**src/rtl/apb_uart_master.sv**
```systemverilog
// apb_uart_master: APB4 initiator turning a valid/ready command stream into
// one SETUP+ACCESS transfer per command, with exactly one response per command.
// Optional feature macro: APB_UART_MASTER_TIMEOUT_EN (ACCESS wait-state timeout).
// Ports:
//   pclk, preset        clock, synchronous active-high reset
//   cmd_*               command request stream (valid/ready)
//   rsp_*               response stream (valid/ready), rsp_timeout flags aborts
//   busy                transfer or response outstanding
//   psel..pstrb         APB request outputs; pready/pslverr/prdata completer inputs
module apb_uart_master #(
  parameter int unsigned ADDR_W         = 12,
  parameter int unsigned DATA_W         = 32,
  parameter int unsigned TIMEOUT_CYCLES = 256
) (
  input  logic                pclk,
  input  logic                preset,
  input  logic                cmd_valid,
  output logic                cmd_ready,
  input  logic                cmd_write,
  input  logic [ADDR_W-1:0]   cmd_addr,
  input  logic [DATA_W-1:0]   cmd_wdata,
  input  logic [DATA_W/8-1:0] cmd_strb,
  output logic                rsp_valid,
  input  logic                rsp_ready,
  output logic [DATA_W-1:0]   rsp_rdata,
  output logic                rsp_err,
  output logic                rsp_timeout,
  output logic                busy,
  output logic                psel,
  output logic                penable,
  output logic                pwrite,
  output logic [ADDR_W-1:0]   paddr,
  output logic [DATA_W-1:0]   pwdata,
  output logic [DATA_W/8-1:0] pstrb,
  input  logic                pready,
  input  logic                pslverr,
  input  logic [DATA_W-1:0]   prdata
);

  localparam int unsigned STRB_W = DATA_W / 8;
  localparam int unsigned CNT_W  = 16;

  // Elaboration-time parameter legality check
  if (DATA_W != 32 || TIMEOUT_CYCLES < 1 || TIMEOUT_CYCLES > 65535) begin : g_param_check
    $error("apb_uart_master: DATA_W must be 32 and TIMEOUT_CYCLES in 1..65535");
  end

  typedef enum logic [1:0] {IDLE, SETUP, ACCESS, RESP} state_t;

  state_t              state, state_d;
  logic                psel_d, penable_d, pwrite_d;
  logic [ADDR_W-1:0]   paddr_d;
  logic [DATA_W-1:0]   pwdata_d;
  logic [STRB_W-1:0]   pstrb_d;
  logic                rsp_valid_d, rsp_err_d, rsp_timeout_d;
  logic [DATA_W-1:0]   rsp_rdata_d;

`ifdef APB_UART_MASTER_TIMEOUT_EN
  logic [CNT_W-1:0]    wait_cnt, wait_cnt_d;
  logic                rsp_timeout_q;
`endif

  // Command-side handshake and status decoded straight from state
  assign cmd_ready = (state == IDLE);
  assign busy      = (state != IDLE);

  // Next-state and next-output logic
  always_comb begin
    state_d       = state;
    psel_d        = psel;
    penable_d     = penable;
    pwrite_d      = pwrite;
    paddr_d       = paddr;
    pwdata_d      = pwdata;
    pstrb_d       = pstrb;
    rsp_valid_d   = rsp_valid;
    rsp_err_d     = rsp_err;
    rsp_rdata_d   = rsp_rdata;
    rsp_timeout_d = rsp_timeout;
`ifdef APB_UART_MASTER_TIMEOUT_EN
    wait_cnt_d    = wait_cnt;
`endif
    case (state)
      IDLE: begin
        if (cmd_valid) begin
          if (cmd_addr[1:0] != 2'b00) begin
            // Misaligned: answer with an error without touching the bus
            state_d       = RESP;
            rsp_valid_d   = 1'b1;
            rsp_err_d     = 1'b1;
            rsp_rdata_d   = '0;
            rsp_timeout_d = 1'b0;
          end else begin
            state_d   = SETUP;
            psel_d    = 1'b1;
            penable_d = 1'b0;
            pwrite_d  = cmd_write;
            paddr_d   = cmd_addr;
            pwdata_d  = cmd_write ? cmd_wdata : '0;
            pstrb_d   = cmd_write ? cmd_strb  : '0;
          end
        end
      end
      SETUP: begin
        state_d   = ACCESS;
        penable_d = 1'b1;
`ifdef APB_UART_MASTER_TIMEOUT_EN
        wait_cnt_d = '0;
`endif
      end
      ACCESS: begin
        if (pready) begin
          // Completion wins over a timeout hitting in the same cycle
          state_d       = RESP;
          psel_d        = 1'b0;
          penable_d     = 1'b0;
          rsp_valid_d   = 1'b1;
          rsp_err_d     = pslverr;
          rsp_rdata_d   = (!pwrite && !pslverr) ? prdata : '0;
          rsp_timeout_d = 1'b0;
        end
`ifdef APB_UART_MASTER_TIMEOUT_EN
        else if (wait_cnt == CNT_W'(TIMEOUT_CYCLES - 1)) begin
          // This cycle is the TIMEOUT_CYCLES-th wait: abandon the transfer
          state_d       = RESP;
          psel_d        = 1'b0;
          penable_d     = 1'b0;
          rsp_valid_d   = 1'b1;
          rsp_err_d     = 1'b1;
          rsp_rdata_d   = '0;
          rsp_timeout_d = 1'b1;
        end else begin
          wait_cnt_d = wait_cnt + CNT_W'(1);
        end
`endif
      end
      RESP: begin
        if (rsp_ready) begin
          state_d     = IDLE;
          rsp_valid_d = 1'b0;
        end
      end
      default: state_d = IDLE;
    endcase
  end

  // State and registered outputs
  always_ff @(posedge pclk) begin
    if (preset) begin
      state     <= IDLE;
      psel      <= 1'b0;
      penable   <= 1'b0;
      pwrite    <= 1'b0;
      paddr     <= '0;
      pwdata    <= '0;
      pstrb     <= '0;
      rsp_valid <= 1'b0;
      rsp_err   <= 1'b0;
      rsp_rdata <= '0;
    end else begin
      state     <= state_d;
      psel      <= psel_d;
      penable   <= penable_d;
      pwrite    <= pwrite_d;
      paddr     <= paddr_d;
      pwdata    <= pwdata_d;
      pstrb     <= pstrb_d;
      rsp_valid <= rsp_valid_d;
      rsp_err   <= rsp_err_d;
      rsp_rdata <= rsp_rdata_d;
    end
  end

`ifdef APB_UART_MASTER_TIMEOUT_EN
  // Wait-state counter and timeout flag
  always_ff @(posedge pclk) begin
    if (preset) begin
      wait_cnt      <= '0;
      rsp_timeout_q <= 1'b0;
    end else begin
      wait_cnt      <= wait_cnt_d;
      rsp_timeout_q <= rsp_timeout_d;
    end
  end
  assign rsp_timeout = rsp_timeout_q;
`else
  assign rsp_timeout = 1'b0;
`endif

endmodule

```
**config.mk**
```make
export PLATFORM = sky130hd
export DESIGN_NAME = apb_uart_master
export DESIGN_NICKNAME = d
export VERILOG_FILES = /design/src/rtl/apb_uart_master.sv
export SDC_FILE = /design/constraint.sdc
export NUM_CORES = 1
export LEC_CHECK = 0
export CAP_MARGIN = 20
export CORE_MARGIN = 3
export CORE_UTILIZATION = 35
export CTS_CLUSTER_DIAMETER = 150
export DETAILED_ROUTE_END_ITERATION = 8
export DONT_BUFFER_PORTS = 1
export HOLD_SLACK_MARGIN = 0.03
export SLEW_MARGIN = 10
export SYNTH_ARGS = -nofsm -noshare
export SYNTH_HDL_FRONTEND = slang
export SYNTH_SLANG_ARGS = --single-unit
```
**constraint.sdc**
```tcl
create_clock -name pclk -period 2.7 [get_ports pclk]
set_clock_uncertainty 0.05 [all_clocks]
set_input_delay 0.27 -clock pclk [delete_from_list [all_inputs] [get_ports pclk]]
set_output_delay 0.27 -clock pclk [all_outputs]
set_load 0.005 [all_outputs]
```
Word-level counts from Yosys, hierarchy flattened
Index checks and enable logic that the tools add are counted.
- eq/ne operators: 8
- mux-type cells: 26
- bitwise logic cells: 1
- reduce and logical (&&, ||, !) cells: 15
- operators with widths (cell ; count):
    two-way mux 32 bit ; 5
    case mux 32 bit (2 select lines) ; 1
    AND reduction 4 bit ; 3
    two-way mux 1 bit ; 10
    two-way mux 2 bit ; 4
    != test 2 bit, second input constant ; 4
    case mux 2 bit (4 select lines) ; 1
    case mux 1 bit (3 select lines) ; 2
    AND reduction 3 bit ; 2
    nonzero test 2 bit ; 3
    nonzero test 3 bit ; 2
    AND reduction 5 bit ; 1
    equality test 2 bit, second input constant ; 2
    two-way mux 4 bit ; 1
    case mux 1 bit (2 select lines) ; 2
    equality test 2 x 1 -> 1 bit, second input constant ; 1
    logical NOT 1 bit ; 2
    logical NOT 2 bit ; 1
    != test 2 x 1 -> 1 bit, second input constant ; 1
    logical AND 1 bit ; 1
    inverter 1 bit ; 1
- flip-flop bits (word level): 87
- input port bits: 87
- output and inout port bits: 88
- word-level logic and storage cells: 60

Logic depth before layout (Yosys ltp)
- depth after elaboration: 5
- depth in mapped cells: 9

Worst setup path after synthesis
No wires, ideal clock.
- path type: reg-to-reg
- start point: register state[0]
- end point: register rsp_rdata[0]
- setup time: 0.069 ns
- arrival: 1.615 ns
- data required time: 2.581 ns
- setup slack: 0.967 ns
- cell stages (with the launch flop): 9
- period minus slack after synthesis: 1.733 ns
- cell sequence: dfxtp_1 inv_1 ha_1 nor2b_1 a211oi_1 buf_2 buf_2 nand3_1 o21ai_1
- word-level cells in the longest chain between the ends: 3
- elaborated cells between the ends (all ways): 8
- classes of those cells: eq/ne (4); mux (1); reduce/logical (3)
- ends and longest elaborated chain (what ; RTL line ; text):
    start: declaration ; 50 ; state_t state, state_d;
    start signal: assignment ; 161 ; state <= state_d;
    equality test 2 bit or logical NOT 2 bit (tied branches) ; 83 ; case (state)
    != test 2 bit (no source line) (tied with other cells) ; n/a ;
    AND reduction 4 bit (no source line) ; n/a ;
    end signal: assignment ; 170 ; rsp_rdata <= rsp_rdata_d;
    end: declaration ; 25 ; output logic [DATA_W-1:0] rsp_rdata,
Several ways; a longest one is shown, not always the timed one.
A chain may end at the register's enable or synchronous reset.

Worst setup path in the final report
- start point: register state[0]
- end point: register pwdata[0]
- word-level cells in the longest chain between the ends: 2
- ends and longest elaborated chain (what ; RTL line ; text):
    logical NOT 2 bit ; n/a ;
    named net cmd_ready ; 18 ; output logic cmd_ready,
    AND reduction 3 bit (no source line) ; n/a ;
    end signal: assignment ; 166 ; pwdata <= pwdata_d;
    end: declaration ; 33 ; output logic [DATA_W-1:0] pwdata,
The timed path passes the listed nets, and every way through them passes these cells.

==> results.cfg <==
[global_routing]
grt_pass1_vias = 3118
grt_usage = 0.177
antenna_found_initial = 0
gr-total-overflow = 0
grt_first_pass_wirelength_mm = 16.0
grt_max_degree = 71

[floorplanning]
io_pins = 175
dieWidth_um = 105
initial_core_util = 0.367
dieArea_um2 = 11100
die_h_um = 105
core_area_um2 = 9420
rows = 35

[clock_network]
cts_root_buffer = clkbuf_8
clockBufferDepth = 2
worstSkewPairLatency_ps = 340
cts_buffers = 9
path_clk_slew_ps = 90
cts_tree = built
htreeDepth = 3
cts.sinks = 87

[worst_setup_path]
cp_max_fo = 49
r2r-start = state[0]
r2r_cells = 8
path_class = reg2reg
regToRegSetupSlack_ps = 190
crit_arrival_ps = 2730
r2r_end = pwdata[0]
setup.worst_path.start_class = flop
worstPathRequired_ps = 2930
end_kind = flop

[timing]
rsz0062_at_grt = no
worstMarginPinSlew_ps = 605
fin_ws_ps = 195
slew_headroom = 0.597
setup_viol = 0
fmax_ghz = 0.399
slew_violations = 0
min_period_ps = 2510
setup_tns_ps = 0
fin_crit_sh = 0.928
hold_viol_final = 0

[synth]
ys_ff_latch = 87
netlist_instances = 404
syn-cell-area_um2 = 3450
syn_nets = 497
synth_warnings = 0
ys_types = 31
seq_area_frac_synth = 0.505
syn_area_per_cell_um2 = 8.54

[route]
ant_nets = 0
drt_iter0_drc = 252
post-route-drc-count = 0
dr.pass1.iters = 4
via_per_inst = 5.11
vias = 3054
drt-total-wl_mm = 9.99
wl_per_cell_um = 16.7

[layout]
nNetsFinal = 557
final_cells = 598
diodes = 0
fin_area_um2 = 4530
drive_gt1_frac = 0.0938
mostFrequentLayoutCell = dfxtp_1
layout_common_cells = dfxtp_1, dlygate4sd3_1, nand3_1
syn2layout_area_growth_pct = 31.1

[min_path]
min_delay_worst_endpoint = pwdata[15]
whs_path_depth = 2
hp-start = cmd_wdata[15]
holdCritPathClass = in2reg

[placement]
gp_congestion = 0.725
dp_hpwl_mm = 5.73
io_buffers = 0
placed_area_um2 = 3490
dp.cells = 501
preCtsSetupSlack_ps = 438

[flow_run]
drv_cap = 0

[power_and_ir_drop]
power.density_nw_per_um2 = 688
p_leak_nw = 1.52
fin_total_pwr_mw = 3.12
irDropWorstVdd_v = 0.000330

[status]
status = finished, final reports clean
[report_power, final]
group	internal [mW]	switching (mW)
Sequential	1.38	0.0882
Combinational	0.272	0.486
Clock	0.429	0.462
[state kept, by name, indices dropped and copies added, names as in the netlist]
signal / cells
pwdata: 32
rsp_rdata: 32
paddr: 12
pstrb: 4
state: 2
penable: 1
psel: 1
pwrite: 1
rsp_err: 1
rsp_valid: 1
[logic make-up after synthesis]
family	share of synthesized area
flip-flops	0.505
multiplexers	0.00580
other	0.00109
AO/OA/AOI/OAI	0.150
adder cells (fa/ha/maj)	0.0217
buffers and inverters	0.0598
AND/OR/NAND/NOR	0.257
[synth_stat cells]
master,count,share of area
dfxtp_1,87,0.50
nand3_1,69,0.10
nand2_1,51,0.055
a21oi_1,43,0.062
nand2b_1,33,0.060
o21ai_1,33,0.048
clkbuf_1,17,0.018
buf_2,9,0.013
a21oi_2,8,0.020
nand2_2,8,0.014
nor2_1,8,0.0087
buf_4,6,0.013
ha_1,6,0.022
inv_1,4,0.0043
a211oi_1,3,0.0065
buf_1,2,0.0022
mux2i_1,2,0.0058
nor3b_1,2,0.0043
a211oi_2,1,0.0036
a221oi_2,1,0.0043
a311oi_1,1,0.0025
buf_6,1,0.0033
buf_8,1,0.0043
conb_1,1,0.0011
inv_2,1,0.0011
nor2_4,1,0.0033
nor2b_1,1,0.0018
nor3_1,1,0.0014
nor4b_2,1,0.0043
o32ai_1,1,0.0025
or3b_4,1,0.0033
[metrics by stage]
step	util	hold slack (ps)
global placement	0.371	298
finish	0.481	56.0
global route	0.481	34.6
detailed placement	0.371	297
floorplan	-	347
CTS	0.480	32.9
[layer usage]
metal	GRT usage	vias to the layer above	wire length, um
met5	0	-	0
met4	0.0515	0	133
met3	0.0735	12	1020
met2	0.294	152	4730
met1	0.209	1411	4110
li1	-	1479	-
[worst max-delay path, cell delays in order (launching register included)]
cell	delay, ps
dfxtp_1	360
inv_1	120
ha_1	470
inv_2	120
nor2_4	130
buf_6	340
nand3_1	120
dlygate4sd3_1	560
a21oi_1	130
[final cells by class]
type	count	area (um2)
Inverter	5	18.8
Clock buffer	11	131
Multi-Input combinational cell	276	1530
Fill cell	883	4890
Sequential cell	87	1740
Clock inverter	5	58.8
Timing Repair Buffer	85	885
Tap cell	129	161
[timing repair]
item,4_1_cts,5_1_grt
endpoints found under the hold margin,87,0
endpoints found under the setup margin,0,2
setup buffers,0,0
resized for setup,0,1
hold buffers,81,0
[worst max-delay path by stage]
stage              from      endpoint  slack (ps)
4_1_cts        state[0]     pwdata[0]          60
2_1_floorplan  state[0]  rsp_rdata[0]         970
3_5_place_dp   state[0]  rsp_rdata[2]         440
6_report       state[0]     pwdata[0]         190
5_1_grt        state[0]     pwdata[0]          20
3_3_place_gp   state[0]       rsp_err         590
Power figures use the tool's default switching activity.
